--- src/rtl/riscv_pkg.sv ---
// Shared types for the commit trace path: architectural width, trace entry layout
// and the capture state machine encoding.
package riscv_pkg;

    localparam int XLEN   = 32;
    localparam int SEQ_W  = 32;
    localparam int DROP_W = 16;

    typedef enum logic {
        RUN  = 1'b0,
        HALT = 1'b1
    } trc_state_e;

    typedef struct packed {
        logic [XLEN-1:0]  pc;
        logic [XLEN-1:0]  data;
        logic [SEQ_W-1:0] seq;
    } trace_entry_t;

    // Saturating increment used by the lost-commit counter.
    function automatic logic [DROP_W-1:0] sat_inc(input logic [DROP_W-1:0] value);
        return (value == {DROP_W{1'b1}}) ? value : value + DROP_W'(1);
    endfunction

endpackage

--- src/rtl/commit_trace_buffer_if.sv ---
// Valid/ready trace stream carrying the head entry of the commit trace buffer.
interface commit_trace_buffer_if;
    import riscv_pkg::*;

    logic             trc_valid_o;
    logic             trc_ready_i;
    logic [XLEN-1:0]  trc_pc_o;
    logic [XLEN-1:0]  trc_data_o;
    logic [SEQ_W-1:0] trc_seq_o;

    modport master (
        output trc_valid_o,
        output trc_pc_o,
        output trc_data_o,
        output trc_seq_o,
        input  trc_ready_i
    );

    modport slave (
        input  trc_valid_o,
        input  trc_pc_o,
        input  trc_data_o,
        input  trc_seq_o,
        output trc_ready_i
    );

endinterface

--- src/rtl/trace_fifo.sv ---
// First-word-fall-through FIFO over an inferred RAM with a registered head read;
// the head register bypasses the RAM when the slot being exposed is written this cycle.
module trace_fifo #(
    parameter int  DEPTH = 8,
    parameter type entry_t = logic [31:0],
    localparam int PTR_W = $clog2(DEPTH),
    localparam int CNT_W = $clog2(DEPTH + 1)
) (
    input  logic             clk,
    input  logic             srst,
    input  logic             push,
    input  logic             pop,
    input  entry_t           din,
    output entry_t           dout,
    output logic             full,
    output logic             empty,
    output logic [CNT_W-1:0] count
);

    entry_t           mem [DEPTH];
    entry_t           head_reg;
    logic [PTR_W-1:0] wr_ptr_reg;
    logic [PTR_W-1:0] rd_ptr_reg;
    logic [PTR_W-1:0] rd_ptr_next;
    logic [CNT_W-1:0] count_reg;
    logic [CNT_W-1:0] count_next;
    logic             full_reg;
    logic             empty_reg;
    logic             push_ok;
    logic             pop_ok;

    assign pop_ok  = pop & ~empty_reg;
    assign push_ok = push & (~full_reg | pop_ok);

    always_comb begin
        rd_ptr_next = rd_ptr_reg;
        count_next  = count_reg;
        if (pop_ok) begin
            rd_ptr_next = rd_ptr_reg + PTR_W'(1);
        end
        unique case ({push_ok, pop_ok})
            2'b10:   count_next = count_reg + CNT_W'(1);
            2'b01:   count_next = count_reg - CNT_W'(1);
            default: count_next = count_reg;
        endcase
    end

    always_ff @(posedge clk) begin
        if (push_ok) begin
            mem[wr_ptr_reg] <= din;
        end
    end

    // Head register tracks the slot rd_ptr will point at after this edge.
    always_ff @(posedge clk) begin
        if (push_ok && (wr_ptr_reg == rd_ptr_next)) begin
            head_reg <= din;
        end else begin
            head_reg <= mem[rd_ptr_next];
        end
    end

    always_ff @(posedge clk) begin
        if (srst) begin
            wr_ptr_reg <= '0;
            rd_ptr_reg <= '0;
            count_reg  <= '0;
            full_reg   <= 1'b0;
            empty_reg  <= 1'b1;
        end else begin
            if (push_ok) begin
                wr_ptr_reg <= wr_ptr_reg + PTR_W'(1);
            end
            rd_ptr_reg <= rd_ptr_next;
            count_reg  <= count_next;
            full_reg   <= (count_next == CNT_W'(DEPTH));
            empty_reg  <= (count_next == '0);
        end
    end

    assign dout  = head_reg;
    assign full  = full_reg;
    assign empty = empty_reg;
    assign count = count_reg;

endmodule

--- src/rtl/commit_trace_buffer.sv ---
// Captures retired instructions into a trace FIFO, counting every commit and
// accounting for those lost to a full buffer or a halted capture.
module commit_trace_buffer
    import riscv_pkg::*;
#(
    parameter int  DEPTH = 8,
    parameter bit  STOP_ON_FULL = 1'b0,
    localparam int CNT_W = $clog2(DEPTH + 1)
) (
    input  logic                  clk_i,
    input  logic                  rst_i,
    input  logic                  update_i,
    input  logic [XLEN-1:0]       pc_i,
    input  logic [XLEN-1:0]       data_i,
    input  logic                  enable_i,
    input  logic                  clear_i,
    commit_trace_buffer_if.master trc,
    output logic [CNT_W-1:0]      count_o,
    output logic                  overflow_o,
    output logic [DROP_W-1:0]     drop_cnt_o,
    output logic [SEQ_W-1:0]      retired_o
);

    trc_state_e        state_reg;
    trc_state_e        state_next;
    logic              capture_en;
    logic              qualify;
    logic              pop;
    logic              space;
    logic              push;
    logic              drop;
    logic              lost;
    logic              fifo_full;
    logic              fifo_empty;
    logic [CNT_W-1:0]  fifo_count;
    trace_entry_t      push_entry;
    trace_entry_t      head_entry;
    logic              overflow_reg;
    logic [DROP_W-1:0] drop_cnt_reg;
    logic [SEQ_W-1:0]  retired_reg;

    assign qualify = update_i & enable_i;
    assign pop     = ~fifo_empty & trc.trc_ready_i;
    assign space   = ~fifo_full | pop;
    assign push    = qualify & capture_en & space;
    // Lost to a full FIFO while running; drop also covers commits refused in HALT.
    assign lost    = qualify & capture_en & ~space;
    assign drop    = qualify & ~push;

    always_ff @(posedge clk_i) begin
        if (rst_i) begin
            state_reg <= RUN;
        end else begin
            state_reg <= state_next;
        end
    end

    always_comb begin
        state_next = state_reg;
        if (clear_i) begin
            state_next = RUN;
        end else if (STOP_ON_FULL && (state_reg == RUN) && lost) begin
            state_next = HALT;
        end
    end

    always_comb begin
        capture_en = (state_reg == RUN);
    end

    always_comb begin
        push_entry      = '0;
        push_entry.pc   = pc_i;
        push_entry.data = data_i;
        push_entry.seq  = retired_reg;
    end

    always_ff @(posedge clk_i) begin
        if (rst_i) begin
            overflow_reg <= 1'b0;
            drop_cnt_reg <= '0;
            retired_reg  <= '0;
        end else begin
            retired_reg <= retired_reg + SEQ_W'(update_i);
            if (clear_i) begin
                overflow_reg <= 1'b0;
                drop_cnt_reg <= '0;
            end else if (drop) begin
                overflow_reg <= 1'b1;
                drop_cnt_reg <= sat_inc(drop_cnt_reg);
            end
        end
    end

    trace_fifo #(
        .DEPTH   (DEPTH),
        .entry_t (trace_entry_t)
    ) u_fifo (
        .clk   (clk_i),
        .srst  (rst_i),
        .push  (push),
        .pop   (pop),
        .din   (push_entry),
        .dout  (head_entry),
        .full  (fifo_full),
        .empty (fifo_empty),
        .count (fifo_count)
    );

    assign trc.trc_valid_o = ~fifo_empty;
    assign trc.trc_pc_o    = head_entry.pc;
    assign trc.trc_data_o  = head_entry.data;
    assign trc.trc_seq_o   = head_entry.seq;

    assign count_o    = fifo_count;
    assign overflow_o = overflow_reg;
    assign drop_cnt_o = drop_cnt_reg;
    assign retired_o  = retired_reg;

endmodule

--- src/flat_wrapper.sv ---
// flat-port wrapper written by rule: the top's interface ports become plain ports
module commit_trace_buffer_flat import riscv_pkg::*;
#(
    parameter int  DEPTH = 8,
    parameter bit  STOP_ON_FULL = 1'b0,
    localparam int CNT_W = $clog2(DEPTH + 1)
)
  (clk_i, rst_i, update_i, pc_i, data_i, enable_i, clear_i, count_o, overflow_o, drop_cnt_o, retired_o, trc_trc_valid_o, trc_trc_pc_o, trc_trc_data_o, trc_trc_seq_o, trc_trc_ready_i);
  commit_trace_buffer_if trc_i ();
  input  logic clk_i;
  input  logic rst_i;
  input  logic update_i;
  input  logic [XLEN-1:0] pc_i;
  input  logic [XLEN-1:0] data_i;
  input  logic enable_i;
  input  logic clear_i;
  output logic [CNT_W-1:0] count_o;
  output logic overflow_o;
  output logic [DROP_W-1:0] drop_cnt_o;
  output logic [SEQ_W-1:0] retired_o;
  output wire logic [$bits(trc_i.trc_valid_o)-1:0] trc_trc_valid_o;
  output wire logic [$bits(trc_i.trc_pc_o)-1:0] trc_trc_pc_o;
  output wire logic [$bits(trc_i.trc_data_o)-1:0] trc_trc_data_o;
  output wire logic [$bits(trc_i.trc_seq_o)-1:0] trc_trc_seq_o;
  input wire logic [$bits(trc_i.trc_ready_i)-1:0] trc_trc_ready_i;
  assign trc_trc_valid_o = trc_i.trc_valid_o;
  assign trc_trc_pc_o = trc_i.trc_pc_o;
  assign trc_trc_data_o = trc_i.trc_data_o;
  assign trc_trc_seq_o = trc_i.trc_seq_o;
  assign trc_i.trc_ready_i = trc_trc_ready_i;
  commit_trace_buffer #(.DEPTH(DEPTH), .STOP_ON_FULL(STOP_ON_FULL)) u_core (.clk_i(clk_i), .rst_i(rst_i), .update_i(update_i), .pc_i(pc_i), .data_i(data_i), .enable_i(enable_i), .clear_i(clear_i), .trc(trc_i), .count_o(count_o), .overflow_o(overflow_o), .drop_cnt_o(drop_cnt_o), .retired_o(retired_o));
endmodule
--- config.mk ---
export PLATFORM = sky130hd
export DESIGN_NAME = commit_trace_buffer_flat
export DESIGN_NICKNAME = d
export VERILOG_FILES = /design/src/rtl/riscv_pkg.sv /design/src/rtl/commit_trace_buffer_if.sv /design/src/rtl/trace_fifo.sv /design/src/rtl/commit_trace_buffer.sv /design/src/flat_wrapper.sv
export SDC_FILE = /design/constraint.sdc
export NUM_CORES = 1
export LEC_CHECK = 0
export CORE_ASPECT_RATIO = 1.75
export CORE_MARGIN = 1
export CORE_UTILIZATION = 40
export DETAILED_ROUTE_END_ITERATION = 8
export GPL_TIMING_DRIVEN = 0
export REMOVE_ABC_BUFFERS = 1
export SETUP_SLACK_MARGIN = 0.02
export SLEW_MARGIN = 30
export SYNTH_ARGS = -nofsm -noshare
export SYNTH_HDL_FRONTEND = slang
export SYNTH_SLANG_ARGS = --single-unit
--- constraint.sdc ---
create_clock -name clk_i -period 20.6 [get_ports clk_i]
set_input_delay 4.12 -clock clk_i [delete_from_list [all_inputs] [get_ports clk_i]]
set_output_delay 4.12 -clock clk_i [all_outputs]
set_load 0.01 [all_outputs]
==> qor.yml, run 1 <==
status:
  run_status: "finished, final reports clean"
routing:
  postRouteAntennaNets: 0
  detailroute.via_count: 15214
  finalWirelength_mm: 68.4
  drtIter0Drc: 931
  firstDrtPassIters: 6
  remaining_drc_errors: 0
  route.detailed.wl_per_inst_um: 23.5
  drt-vias-per-instance: 5.22
clock_network:
  tritoncts_num_sinks: 832
  cts_buffer_depth: 3
  cts-root-buf: "sky130_fd_sc_hd__clkbuf_16"
  clkLatencyLatePin_ns: 0.64
  cts_tree: "built"
  cts_hold_repair.buffers: 0
  cts.repair_timing.setup_buffer_count: 0
  clk_transition_reported_paths_ns: 0.07
  quantity_of_gates_resized_following_cts: 0
  cts.htree.levels: 3
  cts_buffers: 75
sta:
  achievable-frequency_mhz: 136
  fin_hold_ws_ns: 0.446
  slew_headroom_pct: 43.7
  worst_clock_skew_ns: 0.0140
  finalSetupViolations: 0
  finalMaxSlewViolations: 0
  worst_pin_slew_ns: 0.840
  min_period_ns: 7.36
  timing.final.hold_violations: 0
  grt_setup_unrepaired: "no"
  timing.final.crit_share_pct: 35.7
  setup_slack_ns: 13.24
synth:
  synth_area_leader_cell: "sky130_fd_sc_hd__edfxtp_1"
  synthFlopType: "sky130_fd_sc_hd__edfxtp_1"
  synth.yosys.seq_area_share_pct: 77.0
  netlist_area_mm2: 0.0316
  top_area_cells_in_the_synthesized_netlist: "sky130_fd_sc_hd__edfxtp_1 73%, sky130_fd_sc_hd__mux4_2 14%, sky130_fd_sc_hd__dfxtp_1 4.1%"
  synth.top_cells.by_count: "768 x sky130_fd_sc_hd__edfxtp_1, 192 x sky130_fd_sc_hd__mux4_2, 96 x sky130_fd_sc_hd__mux2_2"
  yosysWarnings: 0
  post-synth-top-area-fraction_pct: 72.9
  synthesis.area_per_instance_um2: 21.8
  synth-seq-cells: 832
  most_used_standard_cell_by_instance_count_after_synthesis: "sky130_fd_sc_hd__edfxtp_1"
  synth_cells: 1449
  number_of_different_library_cells_in_the_post_synthesis_netlist: 43
  ys_async_sr_fraction_pct: 0
  edff_count_synth: 768
floorplanning:
  boundaryPins: 220
  fp.dieArea_mm2: 0.0803
  die_h_um: 374
  initial_utilization_pct: 40.3
  die_w_um: 215
  num_rows: 136
  placeable_core_area_mm2: 0.0784
place:
  dpl-instance-area_mm2: 0.0366
  dp_slack_ns: 12.93
  gp_routability_congestion: 0.715
  dp_hpwl_mm: 45.9
  numPortBuffers: 219
cells_and_area:
  final_design_area_no_fill_mm2: 0.0390
  layout-area-overhead-vs-synth_pct: 23.4
  antenna_cells_inserted: 0
  max_flop_register: "u_core.u_fifo.mem"
  largest_reg_flops: 768
  drive_above_1_share_pct: 29.5
  fillerInstances: 6313
  layout.nets: 1897
  final_core_util_pct: 49.7
critical_path:
  worstPathBufferInverterCount: 3
  worst_setup_start_kind: "flop"
  critPathRequiredTime_ns: 16.48
  cp_data_arrival_time_ns: 3.24
  category_of_the_most_critical_setup_path: "reg2out"
  critical_path.cell_chain: "buf_16 -> buf_16 -> mux4_2 -> mux2_2 -> clkdlybuf4s50_1"
  crit_path_frequent_cell: "sky130_fd_sc_hd__buf_16"
  path_delay_family: "buffers and inverters"
  crit_path_end_kind: "output pin"
  timing.critical_path.slowest_cell_delay_ns: 0.62
  critPathMaxFanout: 29
  worst_path_max_delay_cell: "sky130_fd_sc_hd__dfxtp_4"
grt:
  overflow: 0
  initial_antenna_violation_count: 1
  maximum_number_of_pins_on_one_net_before_global_route_repair: 37
  grt_pass1_vias: 16594
  grt_first_pass_wirelength_mm: 104
  globalRouteTotalUtil_pct: 17.4
pwr:
  total_switching_power_mw: 0.880
  cellInternalPower_mw: 3.04
  power_density_mw_per_mm2: 100
  power.switching_fraction_pct: 22.5
  seq_power_share_pct: 48.1
  comb_power_share_pct: 16.3
  irDropWorstVdd_mv: 0.0680
  report.power.total_mw: 3.92
  power_frac_clock_pct: 35.6
  leakagePower_nw: 12.4
worst_hold_path:
  type_of_the_worst_min_delay_path: "reg2reg"
flow_run:
  max-cap-violations: 0
metrics by stage:
stage | setup TNS [ns] | std cells
6_report | 0 | 2912
5_1_grt | 0 | 2912
4_1_cts | 0 | 2912
3_5_place_dp | 0 | 2777
3_3_place_gp | -811.11 | 2637
2_1_floorplan | 0 | 1383
worst register-to-register path, cell delays in order, from the launching register on:
cell                      delay, ns
sky130_fd_sc_hd__dfxtp_1       0.31
sky130_fd_sc_hd__or2b_4        0.29
sky130_fd_sc_hd__a21oi_1       0.35
sky130_fd_sc_hd__inv_1         0.26
sky130_fd_sc_hd__nor4_2        0.50
sky130_fd_sc_hd__buf_2         0.31
sky130_fd_sc_hd__buf_2         0.24
sky130_fd_sc_hd__buf_2         0.20
sky130_fd_sc_hd__buf_2         0.18
sky130_fd_sc_hd__buf_4         0.17
sky130_fd_sc_hd__buf_2         0.19
cells in the final DEF (no fill, tap or decap), drive strengths merged, types with 2 or more instances in the layout:
| cell type | synthesis | routed |
|---|---|---|
| nor2 | 55 | 55 |
| a2111oi | 2 | 2 |
| and2 | 3 | 3 |
| nand3 | 12 | 12 |
| edfxtp | 768 | 768 |
| xor2 | 27 | 27 |
| dfxtp | 64 | 64 |
| and3 | 6 | 6 |
| mux4 | 192 | 192 |
| buf | 19 | 141 |
| inv | 9 | 10 |
| bufinv | 0 | 7 |
| nand4b | 2 | 2 |
| a211oi | 4 | 4 |
| nor4 | 2 | 2 |
| clkdlybuf4s50 | 0 | 218 |
| clkinv | 0 | 24 |
| and4 | 5 | 5 |
| clkinvlp | 0 | 4 |
| nor2b | 8 | 8 |
| o21ai | 9 | 9 |
| nand4 | 18 | 18 |
| mux2i | 4 | 4 |
| nand2 | 27 | 27 |
| or3 | 8 | 8 |
| nand2b | 3 | 3 |
| mux2 | 96 | 96 |
| clkbuf | 47 | 99 |
| a21oi | 12 | 12 |
| nor3 | 13 | 13 |
| ha | 8 | 8 |
| xnor2 | 17 | 17 |
cell type report:
type                    instances  area (µm²)  share of cell area [%]
multi-input cells             542        7050                    18.1
flip-flops and latches        832       24400                    62.4
inverters                       9        33.8                  0.0866
well taps                    1035        1290                    3.32
clock inverters                36         363                   0.930
clock buffers                  99        2060                    5.28
repair buffers                359        3870                    9.91
logic make-up (layout without fill, tap and decap cells):
| logic type | Yosys count | count (layout) | share of synthesized area (%) |
|---|---|---|---|
| AOI/OAI and AO/OA | 30 | 30 | 0.550 |
| xor gates and xnor gates | 44 | 44 | 1.22 |
| adders and majority gates | 8 | 8 | 0.316 |
| buffers and inverters | 75 | 503 | 0.965 |
| DFF | 832 | 832 | 77.0 |
| muxes | 292 | 292 | 17.2 |
| and+or+nand+nor | 168 | 168 | 2.78 |
metal layers:
metal	up-vias	global-route usage, %	share of wire, %
met3	73	3.41	4.6
met2	322	29.9	51
met1	8094	22.1	42
li1	6723	-	-
met5	-	0	0.019
met4	2	5.61	1.9
power groups by stage:
stage	clock network (mW)	logic, mW	registers, mW
3_5_place_dp	0	0.655	1.92
2_1_floorplan	0	0.440	1.99
3_3_place_gp	0	0.710	2.03
6_report	1.39	0.640	1.88
5_1_grt	1.49	0.690	1.89
4_1_cts	1.44	0.658	1.89
path summary, 6_finish.rpt:
| path | from | to | slack [ns] | cells after the start |
|---|---|---|---|---|
| hold reg to reg | u_core.u_fifo.rd_ptr_reg[2] | flop | 0.45 | 1 |
| setup reg to reg | u_core.u_fifo.empty | u_core.u_fifo.mem[0][59] | 17.31 | 10 |
| hold / removal | u_core.u_fifo.rd_ptr_reg[2] | flop | 0.45 | 1 |
| setup / recovery | flop | trc_trc_data_o[1] | 13.24 | 5 |
(Power assumes the default switching activity.)
==> inputs of run 2 (changes only) <==
- clock period: 20.6 -> 6.6 ns (I/O delays scaled with it)
==> results of run 2 <==
Same layout as run 1 (identical final DEF). Status: finished, final reports clean.
Among the figures that moved: setup slack after placement 12.93 ns -> 1.73 ns; setup slack after layout 13.24 ns -> 2.04 ns; register-to-register setup slack 17.31 ns -> 3.31 ns; total power 3.92 mW -> 12.2 mW; worst IR drop on VDD 0.0680 mV -> 0.212 mV
